[src/rtl/jpu_lsu_if.sv]
// Request/response and data-bus signal bundle for jpu_lsu.
// slave: the LSU itself. master: the core execute stage plus bus side.
interface jpu_lsu_if #(
    parameter int unsigned DATA_W   = 32,
    parameter int unsigned ADDR_W   = 32,
    parameter int unsigned SB_DEPTH = 4
);
    localparam int unsigned OFF = $clog2(DATA_W / 8);
    localparam int unsigned CW  = $clog2(SB_DEPTH) + 1;

    logic                  req_valid;
    logic                  req_ready;
    logic                  req_we;
    logic [1:0]            req_size;
    logic                  req_signed;
    logic [ADDR_W-1:0]     req_addr;
    logic [DATA_W-1:0]     req_wdata;
    logic [4:0]            req_rd;

    logic                  resp_valid;
    logic [DATA_W-1:0]     resp_data;
    logic [4:0]            resp_rd;
    logic                  resp_err;
    logic                  sb_err;
    logic [CW-1:0]         sb_count;

    logic                  bus_req;
    logic                  bus_we;
    logic [ADDR_W-OFF-1:0] bus_addr;
    logic [DATA_W-1:0]     bus_wdata;
    logic [DATA_W/8-1:0]   bus_mask;
    logic                  bus_ack;
    logic [DATA_W-1:0]     bus_rdata;
    logic                  bus_err;

    modport slave (
        input  req_valid, req_we, req_size, req_signed, req_addr, req_wdata, req_rd,
        output req_ready,
        output resp_valid, resp_data, resp_rd, resp_err, sb_err, sb_count,
        output bus_req, bus_we, bus_addr, bus_wdata, bus_mask,
        input  bus_ack, bus_rdata, bus_err
    );

    modport master (
        output req_valid, req_we, req_size, req_signed, req_addr, req_wdata, req_rd,
        input  req_ready,
        input  resp_valid, resp_data, resp_rd, resp_err, sb_err, sb_count,
        input  bus_req, bus_we, bus_addr, bus_wdata, bus_mask,
        output bus_ack, bus_rdata, bus_err
    );
endinterface

[src/rtl/jpu_lsu.sv]
// jpu_lsu: load/store unit with posted store buffer and load/drain FSM.
// Optional feature: define LSU_STORE_FWD_EN to let loads complete from the
// youngest matching store-buffer entry when it covers every load byte.
module jpu_lsu #(
    parameter int unsigned DATA_W   = 32,
    parameter int unsigned ADDR_W   = 32,
    parameter int unsigned SB_DEPTH = 4
) (
    input logic     clk,
    input logic     rst,
    jpu_lsu_if.slave lsu
);
    localparam int unsigned NB  = DATA_W / 8;
    localparam int unsigned OFF = $clog2(NB);
    localparam int unsigned PW  = $clog2(SB_DEPTH);
    localparam int unsigned CW  = PW + 1;
    localparam int unsigned WA  = ADDR_W - OFF;

    typedef enum logic [1:0] {IDLE, LD_DRAIN, LD_BUS, LD_RESP} state_t;

    function automatic logic [NB-1:0] lane_mask(input logic [OFF-1:0] lane, input logic [1:0] size);
        logic [NB-1:0] base;
        case (size)
            2'd0:    base = NB'(1);
            2'd1:    base = NB'(3);
            2'd2:    base = NB'(15);
            default: base = '1;
        endcase
        return base << lane;
    endfunction

    function automatic logic [DATA_W-1:0] extract(input logic [DATA_W-1:0] raw, input logic [OFF-1:0] lane,
                                                  input logic [1:0] size, input logic sgn);
        logic [DATA_W-1:0] sh, keep;
        logic              sbit;
        sh = raw >> {lane, 3'b000};
        case (size)
            2'd0:    begin keep = DATA_W'(8'hFF);         sbit = sh[7];        end
            2'd1:    begin keep = DATA_W'(16'hFFFF);      sbit = sh[15];       end
            2'd2:    begin keep = DATA_W'(32'hFFFF_FFFF); sbit = sh[31];       end
            default: begin keep = '1;                     sbit = sh[DATA_W-1]; end
        endcase
        return (sgn && sbit) ? (sh | ~keep) : (sh & keep);
    endfunction

    state_t            state_q, state_d;
    logic [WA-1:0]     sb_addr [SB_DEPTH];
    logic [DATA_W-1:0] sb_data [SB_DEPTH];
    logic [NB-1:0]     sb_mask [SB_DEPTH];
    logic [PW-1:0]     wr_ptr_q, rd_ptr_q;
    logic [CW-1:0]     cnt_q;

    logic [WA-1:0]     ld_waddr_q;
    logic [OFF-1:0]    ld_lane_q;
    logic [1:0]        ld_size_q;
    logic              ld_sgn_q;
    logic [4:0]        ld_rd_q;
    logic [DATA_W-1:0] ld_raw_q;
    logic              ld_err_q;

    logic              qr_valid_q, qr_err_q;
    logic [DATA_W-1:0] qr_data_q;
    logic [4:0]        qr_rd_q;
    logic              sb_err_q;

    logic              accept, mis, push, pop, ld_go;
    logic [WA-1:0]     req_waddr;
    logic [OFF-1:0]    req_lane;
    logic [NB-1:0]     req_mask;
    logic              fwd_hit;
    logic [DATA_W-1:0] fwd_data;

    assign req_waddr     = lsu.req_addr[ADDR_W-1:OFF];
    assign req_lane      = lsu.req_addr[OFF-1:0];
    assign req_mask      = lane_mask(req_lane, lsu.req_size);
    assign lsu.req_ready = !rst && (state_q == IDLE) && (cnt_q < CW'(SB_DEPTH));
    assign accept        = lsu.req_valid && lsu.req_ready;
    assign push          = accept && lsu.req_we && !mis;
    assign ld_go         = accept && !lsu.req_we && !mis;
    assign pop           = (state_q != LD_BUS) && (cnt_q != '0) && lsu.bus_ack;

    // Misalignment: address not a multiple of the size, or dword on a 32-bit bus.
    always_comb begin
        mis = 1'b0;
        case (lsu.req_size)
            2'd0:    mis = 1'b0;
            2'd1:    mis = lsu.req_addr[0];
            2'd2:    mis = |lsu.req_addr[1:0];
            default: mis = (DATA_W == 32) || (|lsu.req_addr[2:0]);
        endcase
    end

`ifdef LSU_STORE_FWD_EN
    logic [PW-1:0] fwd_idx;
    // Oldest-to-youngest scan so the youngest matching entry wins.
    always_comb begin
        fwd_hit  = 1'b0;
        fwd_data = '0;
        fwd_idx  = '0;
        for (int unsigned k = 0; k < SB_DEPTH; k++) begin
            fwd_idx = rd_ptr_q + PW'(k);
            if ((CW'(k) < cnt_q) && (sb_addr[fwd_idx] == req_waddr)) begin
                fwd_hit  = ((sb_mask[fwd_idx] & req_mask) == req_mask);
                fwd_data = sb_data[fwd_idx];
            end
        end
    end
`else
    // No forwarding: every load drains the buffer first.
    always_comb begin
        fwd_hit  = 1'b0;
        fwd_data = '0;
    end
`endif

    // Next-state logic for the load path.
    always_comb begin
        state_d = state_q;
        case (state_q)
            // An empty buffer skips LD_DRAIN so the bus read starts one cycle after accept.
            IDLE:     if (ld_go && !fwd_hit) state_d = (cnt_q == '0) ? LD_BUS : LD_DRAIN;
            LD_DRAIN: if (cnt_q == '0) state_d = LD_BUS;
            LD_BUS:   if (lsu.bus_ack) state_d = LD_RESP;
            default:  state_d = IDLE;
        endcase
    end

    // Bus master mux: pending load read has priority, otherwise the buffer head.
    always_comb begin
        lsu.bus_req   = 1'b0;
        lsu.bus_we    = 1'b0;
        lsu.bus_addr  = '0;
        lsu.bus_wdata = '0;
        lsu.bus_mask  = '0;
        if (!rst) begin
            if (state_q == LD_BUS) begin
                lsu.bus_req  = 1'b1;
                lsu.bus_addr = ld_waddr_q;
                lsu.bus_mask = lane_mask(ld_lane_q, ld_size_q);
            end else if (cnt_q != '0) begin
                lsu.bus_req   = 1'b1;
                lsu.bus_we    = 1'b1;
                lsu.bus_addr  = sb_addr[rd_ptr_q];
                lsu.bus_wdata = sb_data[rd_ptr_q];
                lsu.bus_mask  = sb_mask[rd_ptr_q];
            end
        end
    end

    // Response mux: bus load completion or a quick (misaligned/forwarded) response.
    always_comb begin
        lsu.resp_valid = 1'b0;
        lsu.resp_data  = '0;
        lsu.resp_rd    = '0;
        lsu.resp_err   = 1'b0;
        if (!rst) begin
            if (state_q == LD_RESP) begin
                lsu.resp_valid = 1'b1;
                lsu.resp_rd    = ld_rd_q;
                lsu.resp_err   = ld_err_q;
                lsu.resp_data  = ld_err_q ? '0 : extract(ld_raw_q, ld_lane_q, ld_size_q, ld_sgn_q);
            end else if (qr_valid_q) begin
                lsu.resp_valid = 1'b1;
                lsu.resp_rd    = qr_rd_q;
                lsu.resp_err   = qr_err_q;
                lsu.resp_data  = qr_data_q;
            end
        end
    end

    assign lsu.sb_err   = !rst && sb_err_q;
    assign lsu.sb_count = rst ? '0 : cnt_q;

    // Control state, buffer pointers, load capture and quick-response register.
    always_ff @(posedge clk) begin
        if (rst) begin
            state_q    <= IDLE;
            wr_ptr_q   <= '0;
            rd_ptr_q   <= '0;
            cnt_q      <= '0;
            qr_valid_q <= 1'b0;
            sb_err_q   <= 1'b0;
        end else begin
            state_q  <= state_d;
            sb_err_q <= pop && lsu.bus_err;
            if (push) wr_ptr_q <= wr_ptr_q + 1'b1;
            if (pop)  rd_ptr_q <= rd_ptr_q + 1'b1;
            if (push && !pop)      cnt_q <= cnt_q + 1'b1;
            else if (pop && !push) cnt_q <= cnt_q - 1'b1;
            qr_valid_q <= accept && (mis || (!lsu.req_we && fwd_hit));
            qr_err_q   <= mis;
            qr_rd_q    <= lsu.req_rd;
            qr_data_q  <= mis ? '0 : extract(fwd_data, req_lane, lsu.req_size, lsu.req_signed);
            if (ld_go) begin
                ld_waddr_q <= req_waddr;
                ld_lane_q  <= req_lane;
                ld_size_q  <= lsu.req_size;
                ld_sgn_q   <= lsu.req_signed;
                ld_rd_q    <= lsu.req_rd;
            end
            if ((state_q == LD_BUS) && lsu.bus_ack) begin
                ld_raw_q <= lsu.bus_rdata;
                ld_err_q <= lsu.bus_err;
            end
        end
    end

    // Store buffer storage: lane-aligned data and byte mask per entry.
    always_ff @(posedge clk) begin
        if (push) begin
            sb_addr[wr_ptr_q] <= req_waddr;
            sb_data[wr_ptr_q] <= lsu.req_wdata << {req_lane, 3'b000};
            sb_mask[wr_ptr_q] <= req_mask;
        end
    end
endmodule

[src/flat_wrapper.sv]
// flat-port wrapper written by rule: the top's interface ports become plain ports
module jpu_lsu_flat 
#(
    parameter int unsigned DATA_W   = 32,
    parameter int unsigned ADDR_W   = 32,
    parameter int unsigned SB_DEPTH = 4
)
  (clk, rst, lsu_req_valid, lsu_req_we, lsu_req_size, lsu_req_signed, lsu_req_addr, lsu_req_wdata, lsu_req_rd, lsu_req_ready, lsu_resp_valid, lsu_resp_data, lsu_resp_rd, lsu_resp_err, lsu_sb_err, lsu_sb_count, lsu_bus_req, lsu_bus_we, lsu_bus_addr, lsu_bus_wdata, lsu_bus_mask, lsu_bus_ack, lsu_bus_rdata, lsu_bus_err);
  jpu_lsu_if #(.DATA_W(DATA_W), .ADDR_W(ADDR_W), .SB_DEPTH(SB_DEPTH)) lsu_i ();
  input logic clk;
  input logic rst;
  input wire logic [$bits(lsu_i.req_valid)-1:0] lsu_req_valid;
  input wire logic [$bits(lsu_i.req_we)-1:0] lsu_req_we;
  input wire logic [$bits(lsu_i.req_size)-1:0] lsu_req_size;
  input wire logic [$bits(lsu_i.req_signed)-1:0] lsu_req_signed;
  input wire logic [$bits(lsu_i.req_addr)-1:0] lsu_req_addr;
  input wire logic [$bits(lsu_i.req_wdata)-1:0] lsu_req_wdata;
  input wire logic [$bits(lsu_i.req_rd)-1:0] lsu_req_rd;
  output wire logic [$bits(lsu_i.req_ready)-1:0] lsu_req_ready;
  output wire logic [$bits(lsu_i.resp_valid)-1:0] lsu_resp_valid;
  output wire logic [$bits(lsu_i.resp_data)-1:0] lsu_resp_data;
  output wire logic [$bits(lsu_i.resp_rd)-1:0] lsu_resp_rd;
  output wire logic [$bits(lsu_i.resp_err)-1:0] lsu_resp_err;
  output wire logic [$bits(lsu_i.sb_err)-1:0] lsu_sb_err;
  output wire logic [$bits(lsu_i.sb_count)-1:0] lsu_sb_count;
  output wire logic [$bits(lsu_i.bus_req)-1:0] lsu_bus_req;
  output wire logic [$bits(lsu_i.bus_we)-1:0] lsu_bus_we;
  output wire logic [$bits(lsu_i.bus_addr)-1:0] lsu_bus_addr;
  output wire logic [$bits(lsu_i.bus_wdata)-1:0] lsu_bus_wdata;
  output wire logic [$bits(lsu_i.bus_mask)-1:0] lsu_bus_mask;
  input wire logic [$bits(lsu_i.bus_ack)-1:0] lsu_bus_ack;
  input wire logic [$bits(lsu_i.bus_rdata)-1:0] lsu_bus_rdata;
  input wire logic [$bits(lsu_i.bus_err)-1:0] lsu_bus_err;
  assign lsu_i.req_valid = lsu_req_valid;
  assign lsu_i.req_we = lsu_req_we;
  assign lsu_i.req_size = lsu_req_size;
  assign lsu_i.req_signed = lsu_req_signed;
  assign lsu_i.req_addr = lsu_req_addr;
  assign lsu_i.req_wdata = lsu_req_wdata;
  assign lsu_i.req_rd = lsu_req_rd;
  assign lsu_req_ready = lsu_i.req_ready;
  assign lsu_resp_valid = lsu_i.resp_valid;
  assign lsu_resp_data = lsu_i.resp_data;
  assign lsu_resp_rd = lsu_i.resp_rd;
  assign lsu_resp_err = lsu_i.resp_err;
  assign lsu_sb_err = lsu_i.sb_err;
  assign lsu_sb_count = lsu_i.sb_count;
  assign lsu_bus_req = lsu_i.bus_req;
  assign lsu_bus_we = lsu_i.bus_we;
  assign lsu_bus_addr = lsu_i.bus_addr;
  assign lsu_bus_wdata = lsu_i.bus_wdata;
  assign lsu_bus_mask = lsu_i.bus_mask;
  assign lsu_i.bus_ack = lsu_bus_ack;
  assign lsu_i.bus_rdata = lsu_bus_rdata;
  assign lsu_i.bus_err = lsu_bus_err;
  jpu_lsu #(.DATA_W(DATA_W), .ADDR_W(ADDR_W), .SB_DEPTH(SB_DEPTH)) u_core (.clk(clk), .rst(rst), .lsu(lsu_i));
endmodule
[config.mk]
export PLATFORM = sky130hd
export DESIGN_NAME = jpu_lsu_flat
export DESIGN_NICKNAME = d
export VERILOG_FILES = /design/src/rtl/jpu_lsu_if.sv /design/src/rtl/jpu_lsu.sv /design/src/flat_wrapper.sv
export SDC_FILE = /design/constraint.sdc
export NUM_CORES = 1
export LEC_CHECK = 0
export CAP_MARGIN = 40
export CORE_MARGIN = 3
export CORE_UTILIZATION = 25
export DETAILED_ROUTE_END_ITERATION = 16
export HOLD_SLACK_MARGIN = 0.15
export SLEW_MARGIN = 20
export SYNTH_ARGS = -nofsm -noshare
export SYNTH_HDL_FRONTEND = slang
export SYNTH_SLANG_ARGS = --single-unit
[constraint.sdc]
create_clock -name clk -period 3.3 [get_ports clk]
set_input_delay 0.495 -clock clk [delete_from_list [all_inputs] [get_ports clk]]
set_output_delay 0.495 -clock clk [all_outputs]
set_load 0.005 [all_outputs]
==> results.md, run 1 <==
* Status: complete, no violations
* Register area share after synthesis at between 70 and 80%
* Post-DP HPWL at roughly 25000 µm
* Data required, critical path at ~2.8 ns
* Post-route insts no fill at about 1900
* Syn nets at between 900 and 1000
* Post-synthesis register bit count at ~360
* Filler Cell Count at between 5000 and 6000
* Hold Crit Class: in -> reg
* CP endpoint kind: primary output
* Hold WS at a little over 0.4 ns
* Layout cell share with drive strength beyond 1 at just under 20%
* Post-route clock period utilization at between 90% and 100%
* Clock latency on the worst-skew pair at 0.55 ns
* Yosys warning count at 0
* Max Freq at roughly 310 MHz
* Avg WL per Cell at approximately 20 µm
* Die area at a little over 60000 µm²
* Synth Instances at slightly above 800
* CP delay by family, top: simple AND/OR/NAND/NOR gates
* Max-Slew Margin vs Limit at around 44%
* GRT busiest layer: met2
* Die Y at 248 µm
* Least-Margin Pin Slew at between 0.8 and 0.9 ns
* DRC errors left at 0
* GP Congestion at approximately 0.77
* Finished Cell Area at 19500 µm²
* Hold Vio Cnt, Final at 0
* Area Overhead vs Synth at 33.1%
* Critical path's largest stage delay at approximately 0.51 ns
* Top_reg_cell synth: edfxtp_1
* Hold_buf cts at 0
* First-pass GRT wire length at about 56000 µm
* Met3 GRT Util at around 2.7%
* Nets at around 1200
* Max IR drop VDD at 431 µV
* Std cell rows at 88
* Post-route setup TNS at 0 ns
* FFs w/ async S/R, synth at 0%
* Post-synth EDFFs at 343
* Syn avg cell area at roughly 18 µm²
* Ant. Diodes at 0
* Min cycle time layout at roughly 3.2 ns
* Slowest cell on crit path: clkdlybuf4s50_1
* Syn Std Cell Area at about 15000 µm²
* Total wire length at 38100 µm
* Buffers on Ports at 221
* TritonCTS clock tree: yes
* Buf/Inv on CP at 1
* Number of max-cap violations at 0
* FF-to-FF setup slack at around 0.73 ns
* DRT antenna net count at 0
* Startpoint Class: flip-flop
* Clock Path Buffers at 3
* Core ar. at 57900 µm²
* CTS Sinks at between 300 and 400
* Met2 Use GR at between 10% and 20%
* Initial Util at between 20% and 30%
* DRT iter0 DRCs at ~460
* DP Area at between 15000 and 20000 µm²
* Tot GR Track Use at between 10% and 20%
* Worst-path cell chain: ha_1 -> or3b_4 -> or3b_4 -> o21ai_2 -> clkdlybuf4s50_1
* CTS buffer count at 41
* Tot Pwr at around 12 mW
* Placed Cells at 1794
* Vias in the first global route at roughly 8800
* Grt met1 use at 16.7%
* Slew Viols, Final at 0
* Power per standard cell area at just over 600 nW/µm²
* H-tree Lvls at 2
* Critical path class: reg -> out
* Largest net degree at the start of global routing at 42
* Vias at around 8300
* Pre-CTS setup slack at 0.112 ns
* I/O pin cnt at between 200 and 250
* Cell variety after synth at 47
* Worst Skew at 0.0168 ns
* Final WS setup at 0.0949 ns
* Initial antenna violation count at 5
* TritonRoute pass-1 iters at 4
* Leak Pwr at 6.44 nW
* Clock-pin slew on the worst setup and hold paths at about 0.050 ns
* Die W at 248 µm
* Critical Path AT at 2.71 ns
* Clock root buffer: clkbuf_16
* Crit path top cell by count: or3b_4
* Congestion Overflow GR at 0
* Setup Viol. Count Final at 0
* CP max FO at 7
* Final core occ at around a third
* Via density at roughly 4.4
## registers in the layout (all words and copies together), names as in the netlist, named ones only
register	count
u_core.sb_data	128
u_core.sb_addr	120
u_core.ld_raw_q	32
u_core.ld_waddr_q	30
u_core.sb_mask	16
u_core.ld_rd_q	5
u_core.qr_rd_q	5
u_core.cnt_q	3
u_core.ld_lane_q	2
u_core.ld_size_q	2
u_core.rd_ptr_q	2
u_core.state_q	2
u_core.wr_ptr_q	2
u_core.ld_err_q	1
u_core.ld_sgn_q	1
u_core.qr_err_q	1
u_core.qr_valid_q	1
u_core.sb_err_q	1
## logic make-up (layout without fill, tap and decap cells)
group           after synthesis  in the layout  synth area share [%]
simple gates                160            161                  5.93
mux                         105            105                  13.0
xor+xnor                      5              5                 0.298
buf+inv                      60            352                  1.92
fa+ha+maj                    10             10                 0.903
compound gates              126            126                  6.03
flops                       356            356                  71.9
## power breakdown
group / internal [mW] / switching (mW)
registers: 5.13 / 0.107
logic: 1.52 / 1.18
clock network: 2.38 / 1.81
total: 9.03 / 3.10
## timing repair
item	in CTS	in global routing
gates cloned	1	0
buffers inserted	9	3
endpoints found under the setup margin	25	20
pin swaps	2	1
resized for setup	3	23
## cells in the final DEF (no fill, tap or decap), drive strengths merged, types with 8 or more instances in the layout
| cell | Yosys | layout |
|---|---|---|
| mux4 | 67 | 67 |
| clkinv | 0 | 22 |
| nor2b | 23 | 23 |
| dfxtp | 13 | 13 |
| o21ai | 28 | 28 |
| edfxtp | 343 | 343 |
| mux2i | 30 | 30 |
| clkbuf | 16 | 49 |
| dlymetal6s2s | 0 | 10 |
| and2 | 46 | 46 |
| a211oi | 24 | 24 |
| mux2 | 8 | 8 |
| clkdlybuf4s50 | 0 | 210 |
| nand2 | 28 | 28 |
| ha | 9 | 9 |
| inv | 9 | 11 |
| nor2 | 39 | 39 |
| a21oi | 32 | 32 |
| a22o | 32 | 32 |
| buf | 35 | 50 |
## worst paths after layout
| check | from | end | depth (start not counted) |
|---|---|---|---|
| max | u_core.state_q[0]$_SDFFE_PP0P_ | lsu_resp_data[18] | 5 |
| min | lsu_req_addr[0] | u_core.qr_err_q$_DFFE_PN_ | 3 |
| max reg2reg | u_core.state_q[1]$_SDFFE_PP0P_ | u_core.cnt_q[2]$_SDFFE_PP0P_ | 10 |
| min reg2reg | u_core.state_q[0]$_SDFFE_PP0P_ | u_core.state_q[0]$_SDFFE_PP0P_ | 2 |
## area by class of cell
type	instances	area, µm²	share of cell area, %
Sequential cell	356	10600	54.1
Multi-Input combinational cell	407	3890	19.9
Timing Repair Buffer	270	2850	14.6
Clock buffer	49	1100	5.61
Tap cell	765	957	4.90
Clock inverter	24	144	0.736
Inverter	9	33.8	0.173
## layer usage
metal / routed length [µm] / part of all wire (%)
met1: 17200 / 45
met5: 52 / 0.14
met3: 2080 / 5.5
met2: 17900 / 47
met4: 820 / 2.2
## cell usage after synthesis, drive strengths merged, types with 2 or more instances
library cell	instances	area, µm²
a211oi	24	185
a21oi	32	160
a22o	32	280
a22oi	4	30.0
and2	46	288
and3	2	12.5
buf	35	188
clkbuf	16	60.1
dfxtp	13	260
edfxtp	343	10300
ha	9	113
inv	9	33.8
mux2	8	90.1
mux2i	30	313
mux4	67	1510
nand2	28	105
nand3	2	10.0
nor2	39	146
nor2b	23	144
nor3	6	30.0
nor3b	3	27.5
o21ai	28	178
o2bb2ai	2	17.5
or2	2	12.5
or3	3	23.8
or3b	2	22.5
xor2	4	35.0
## tightest hold or removal path, cell delays in order
cell	delay, ns
buf_2	0.10
nor3_1	0.07
nor2_1	0.14
(Power assumes the default switching activity.)
==> inputs of run 2 (changes only) <==
--- a/config.mk
+++ b/config.mk
@@ -8,6 +8,7 @@
 export CAP_MARGIN = 40
 export CORE_MARGIN = 3
 export CORE_UTILIZATION = 25
+export CTS_CLUSTER_DIAMETER = 60
 export DETAILED_ROUTE_END_ITERATION = 16
 export HOLD_SLACK_MARGIN = 0.15
 export SLEW_MARGIN = 20
==> run 2 against run 1 <==
  * Flip-flop and latch count unchanged
  * Worst hold slack got worse by 0.021 ns
  * Highest routed layer unchanged
  * Clock power increased by 11%
  * Final cell count increased by 0.27%
  * Die area unchanged
  * Combinational power about the same
  * First-iteration DRC count increased by 4.5%
==> results.md, run 2 (synthesis results as in run 1) <==
* Met2 routed wirelength at 17900 µm
* Largest net degree at the start of global routing at 42
* Avg WL per Cell at between 20 and 25 µm
* Core ar. at 57900 µm²
* First-pass GRT wire length at around 56000 µm
* Initial antenna violation count at 5
* Placed Cells at approximately 1800
* RSZ-0062 raised after global routing: true
* Tot GR Track Use at between 10% and 20%
* Largest register FFs at ~130
* DRT antenna net count at 0
* Nets at roughly 1200
* Leak Pwr at approximately 6.6 nW
* Via density at roughly 4.4
* I/O pin cnt at around 220
* CP max FO at 7
* Min cycle time layout at roughly 3.2 ns
* Power per standard cell area at 637 nW/µm²
* Least-Margin Pin Slew at 0.840 ns
* Vias at between 8000 and 9000
* Std cell rows at a little under 90
* GP Congestion at approximately 0.77
* Area Overhead vs Synth at 34.3%
* Max-Slew Margin vs Limit at a little over two fifths
* Vias in the first global route at 8814
* Layout cell share with drive strength beyond 1 at ~20%
* Max Freq at about 310 MHz
* Critical Path AT at approximately 2.7 ns
* Hold_buf cts at 0
* Initial Util at between 20% and 30%
* Tot Pwr at ~13 mW
* TritonCTS clock tree: yes
* Final WS setup at between 0.07 and 0.08 ns
* Hold Crit Class: in -> reg
* Setup Viol. Count Final at 0
* Most common cell after layout, fill and taps aside: edfxtp_1
* Clock root buffer: clkbuf_16
* Hold WS at between 0.3 and 0.4 ns
* Die W at 248 µm
* Ant. Diodes at 0
* Post-DP HPWL at 24700 µm
* Final core occ at approximately a third
* Slew Viols, Final at 0
* Hold Vio Cnt, Final at 0
* Die area at around 62000 µm²
* Startpoint Class: flip-flop
* CTS buffer count at between 40 and 50
* Pre-CTS setup slack at about 0.11 ns
* Clock latency on the worst-skew pair at ~0.55 ns
* Worst Skew at between 0.01 and 0.015 ns
* Status: complete, no violations
* Congestion Overflow GR at 0
* TritonRoute pass-1 iters at 4
* Data required, critical path at ~2.8 ns
* CP endpoint kind: primary output
* Top Metal Used: met5
* Clock Path Buffers at 3
* Met3 wire len at around 2200 µm
* Regs by FF count: u_core.sb_data x128, u_core.sb_addr x120, u_core.ld_raw_q x32
* Total wire length at ~38000 µm
* DRT iter0 DRCs at slightly below 500
* Post-route clock period utilization at 97.7%
* Most frequent cells in the layout: edfxtp_1 (343), clkdlybuf4s50_1 (208), mux4_2 (67)
* Number of max-cap violations at 0
* Critical path class: reg -> out
* Largest Register: u_core.sb_data
* DRC errors left at 0
* Clock-pin slew on the worst setup and hold paths at 0.06 ns
* Max IR drop VDD at 396 µV
* Buffers on Ports at 221
* H-tree Lvls at 2
* Die Y at approximately 250 µm
* CTS Sinks at 356
* Post-route insts no fill at between 1500 and 2000
* Met1 WL at between 15000 and 20000 µm
[run 2: cell type report]
class / count / area, µm²
clock buffers: 52 / 1170
clock inverters: 24 / 230
fillers: 5587 / 38200
inverters: 9 / 33.8
multi-input cells: 407 / 3890
flip-flops and latches: 356 / 10600
well taps: 765 / 957
repair buffers: 272 / 2870
[run 2: metrics by stage]
| stage | instance area, µm² | TNS (ns) |
|---|---|---|
| floorplan | 14700 | 0 |
| CTS | 19600 | -0.0786 |
| global route | 19700 | -0.0230 |
| finish | 19700 | 0 |
| detailed placement | 18100 | 0 |
| global placement | 18100 | 0 |
[run 2: final timing paths]
check	start	endpoint	slack, ns	cells after the start
hold / removal	lsu_req_addr[0]	u_core.qr_err_q$_DFFE_PN_	0.39	3
hold reg to reg	u_core.state_q[0]$_SDFFE_PP0P_	u_core.state_q[0]$_SDFFE_PP0P_	0.51	2
setup / recovery	u_core.state_q[0]$_SDFFE_PP0P_	lsu_resp_data[22]	0.07	5
setup reg to reg	u_core.state_q[1]$_SDFFE_PP0P_	u_core.cnt_q[2]$_SDFFE_PP0P_	0.73	10
[run 2: routing by layer]
layer / up-vias / global-route usage [%]
li1: 3810 / -
met1: 4267 / 16.6
met2: 224 / 19.7
met3: 61 / 2.82
met4: 8 / 3.75
met5: - / 0
[run 2: critical path, cell delays in order, from the launching register on]
cell and delay, ns:
dfxtp_4 0.37, ha_1 0.17, or3b_4 0.46, or3b_4 0.51, o21ai_2 0.15, clkdlybuf4s50_1 0.52
[run 2: power by group]
part	leakage, nW	internal (mW)	switching (mW)
Clock	0.684	2.78	1.85
Combinational	2.65	1.52	1.18
Sequential	3.22	5.13	0.107
[run 2: repair_timing]
action | 4_1_cts | 5_1_grt
buffers inserted | 8 | 6
setup endpoints to repair | 24 | 22
gates resized for setup | 3 | 25
pin swaps | 2 | 3
gates cloned | 1 | 0
endpoints found under the hold margin | 0 | 0
==> inputs of run 3 (changes only) <==
--- a/config.mk
+++ b/config.mk
@@ -5,6 +5,7 @@
 export SDC_FILE = /design/constraint.sdc
 export NUM_CORES = 1
 export LEC_CHECK = 0
+export ABC_CLOCK_PERIOD_IN_PS = 3900
 export CAP_MARGIN = 40
 export CORE_MARGIN = 3
 export CORE_UTILIZATION = 25
==> constraint.sdc (replaced) <==
create_clock -name clk -period 3.9 [get_ports clk]
set_input_delay 0.585 -clock clk [delete_from_list [all_inputs] [get_ports clk]]
set_output_delay 0.585 -clock clk [all_outputs]
set_load 0.005 [all_outputs]
==> run 3 against run 2 <==
  * Register-to-register slack better by 0.37 ns
  * Core utilization shrank 0.47 points
  * First-iteration DRC count decreased by 1.2%
  * Sequential power down 14%
  * Wire length fell by 1.0%
  * Non-clock buffer count is 22 lower
  * Largest cell class unchanged
  * Power down 16%
  * Highest routed layer unchanged
  * Critical path type unchanged
==> results.md, run 3 (synthesis results as in run 1) <==
* Clock Path Buffers at 3
* Area Overhead vs Synth at 32.5%
* Max-Slew Margin vs Limit at between 50% and 60%
* Tot GR Track Use at 12.0%
* Hold Crit Class: reg -> reg
* Max Freq at approximately 270 MHz
* Leak Pwr at just over 6 nW
* Number of max-cap violations at 0
* Switching share of power at around a quarter
* Largest register FFs at 128
* Pint at 7.88 mW
* Regs by FF count: u_core.sb_data x128, u_core.sb_addr x120, u_core.ld_raw_q x32
* Worst Skew at around 0.016 ns
* Total wire length at roughly 37000 µm
* DRC errors left at 0
* Vias at 8293
* Buf/Inv on CP at 1
* Slowest cell on crit path: nor4b_4
* Clock root buffer: clkbuf_16
* Layout cell share with drive strength beyond 1 at around 18%
* Hold_buf cts at 0
* Avg WL per Cell at approximately 20 µm
* Clk pwr share at about 38%
* I/O pin cnt at between 200 and 250
* CP max FO at 12
* Hold Vio Cnt, Final at 0
* Congestion Overflow GR at 0
* Buffers on Ports at 221
* TritonCTS clock tree: yes
* H-tree Lvls at 2
* Die Y at roughly 250 µm
* Worst-path cell chain: ha_4 -> or3b_4 -> nor4b_4 -> nand2_1 -> o21ai_1 -> clkdlybuf4s50_1
* CP delay by family, top: simple AND/OR/NAND/NOR gates
* Finished Cell Area at slightly below 20000 µm²
* Final core occ at 33.6%
* DP Area at approximately 18000 µm²
* Die W at ~250 µm
* Std cell rows at 88
* Critical path's largest stage delay at 0.56 ns
* RSZ-0062 raised after global routing: false
* CTS buffer count at 44
* Filler Cell Count at around 5600
* Largest Register: u_core.sb_data
* Core ar. at roughly 58000 µm²
* Most common cell after layout, fill and taps aside: edfxtp_1
* Nets at 1187
* Initial Util at roughly a quarter
* Via density at 4.44
* Least-Margin Pin Slew at 0.611 ns
* CP endpoint kind: primary output
* Post-DP HPWL at roughly 24000 µm
* Die area at just over 60000 µm²
* Ant. Diodes at 0
* Logic pwr share at between 20% and 30%
* Post-route setup TNS at 0 ns
* Most frequent cells in the layout: edfxtp_1 (343), clkdlybuf4s50_1 (220), mux4_2 (67)
* Startpoint Class: flip-flop
* Slew Viols, Final at 0
* Switching Power at 2.68 mW
* GP Congestion at between 0.7 and 0.8
* CTS Sinks at 356
* Data required, critical path at approximately 3.3 ns
* Max IR drop VDD at about 300 µV
* Largest net degree at the start of global routing at 48
* Clock-pin slew on the worst setup and hold paths at 0.06 ns
* DRT antenna net count at 0
* First-pass GRT wire length at approximately 55000 µm
* Seq pwr share at a little over two fifths
* Post-route clock period utilization at around 94%
* DRT iter0 DRCs at 477
* Initial antenna violation count at 3
* Min cycle time layout at 3.65 ns
* Vias in the first global route at ~8800
* Power per standard cell area at 543 nW/µm²
* Clock latency on the worst-skew pair at 0.55 ns
* Critical Path AT at about 3 ns
* Setup Viol. Count Final at 0
* TritonRoute pass-1 iters at 4
* Critical path class: reg -> out
* Status: complete, no violations
[run 3: cell count changes in the layout (fill, tap and decap cells not counted), sizes merged]
cell / previous run / this run
clkinvlp: 1 / 4
clkdlybuf4s50: 208 / 220
or3b: 3 / 2
inv: 14 / 15
dlymetal6s2s: 12 / 0
clkbuf: 52 / 56
clkinv: 15 / 12
buf: 52 / 30
[run 3: area by class of cell]
| type | count | area (µm²) | share of cell area, % |
|---|---|---|---|
| clock buffer | 56 | 1170 | 5.99 |
| clock inverter | 25 | 254 | 1.31 |
| inverter | 9 | 33.8 | 0.174 |
| multi-input combinational | 406 | 3880 | 19.9 |
| sequential | 356 | 10600 | 54.3 |
| tap | 765 | 957 | 4.92 |
| timing repair buffer | 250 | 2600 | 13.4 |
[run 3: through the flow]
| stage | hold WS, ns | total power, mW | setup slack, ns | cells |
|---|---|---|---|---|
| 2_1_floorplan | 0.485 | 5.64 | 0.711 | 822 |
| 3_3_place_gp | 0.507 | 6.70 | 0.456 | 1781 |
| 3_5_place_dp | 0.521 | 6.72 | 0.421 | 1781 |
| 4_1_cts | 0.530 | 10.7 | 0.00816 | 1862 |
| 5_1_grt | 0.555 | 11.0 | 0.0830 | 1867 |
| 6_report | 0.548 | 10.6 | 0.252 | 1867 |
[run 3: worst reg2reg max path, delay by kind of cell (launching register included)]
family / cells / cell delay, ns
fa+ha+maj: 3 / 0.92
simple gates: 2 / 0.60
compound gates: 2 / 0.48
flops: 1 / 0.36
buf+inv: 2 / 0.18
xor+xnor: 1 / 0.18
[run 3: power groups by stage]
stage	registers, mW	clock network, mW	logic (mW)
6_report	4.48	3.96	2.12
3_3_place_gp	4.56	0	2.14
4_1_cts	4.49	4.09	2.17
2_1_floorplan	4.46	0	1.18
5_1_grt	4.50	4.23	2.31
3_5_place_dp	4.56	0	2.15
[run 3: per-layer routing]
layer | share of wire [%] | vias to the layer above | wire, µm | track usage, %
li1 | - | 3770 | - | -
met4 | 2.2 | 6 | 828 | 3.72
met1 | 44 | 4242 | 16400 | 16.0
met3 | 6.3 | 59 | 2370 | 2.85
met5 | 0.11 | - | 41 | 0
met2 | 48 | 216 | 17900 | 19.6
[run 3: final timing paths]
| check | cells after the start | slack [ns] | end | from |
|---|---|---|---|---|
| worst max-delay path | 6 | 0.25 | lsu_resp_data[31] | u_core.state_q[0]$_SDFFE_PP0P_ |
| worst min register to register | 2 | 0.55 | u_core.rd_ptr_q[0]$_SDFFE_PP0P_ | u_core.rd_ptr_q[0]$_SDFFE_PP0P_ |
| worst min-delay path | 2 | 0.55 | u_core.rd_ptr_q[0]$_SDFFE_PP0P_ | u_core.rd_ptr_q[0]$_SDFFE_PP0P_ |
| worst max register to register | 10 | 1.10 | u_core.cnt_q[2]$_SDFFE_PP0P_ | u_core.state_q[1]$_SDFFE_PP0P_ |
[run 3: timing repair]
action	in CTS	in global routing
setup buffers	0	3
pin swaps	1	0
resized for setup	0	2
setup endpoints to repair	7	16
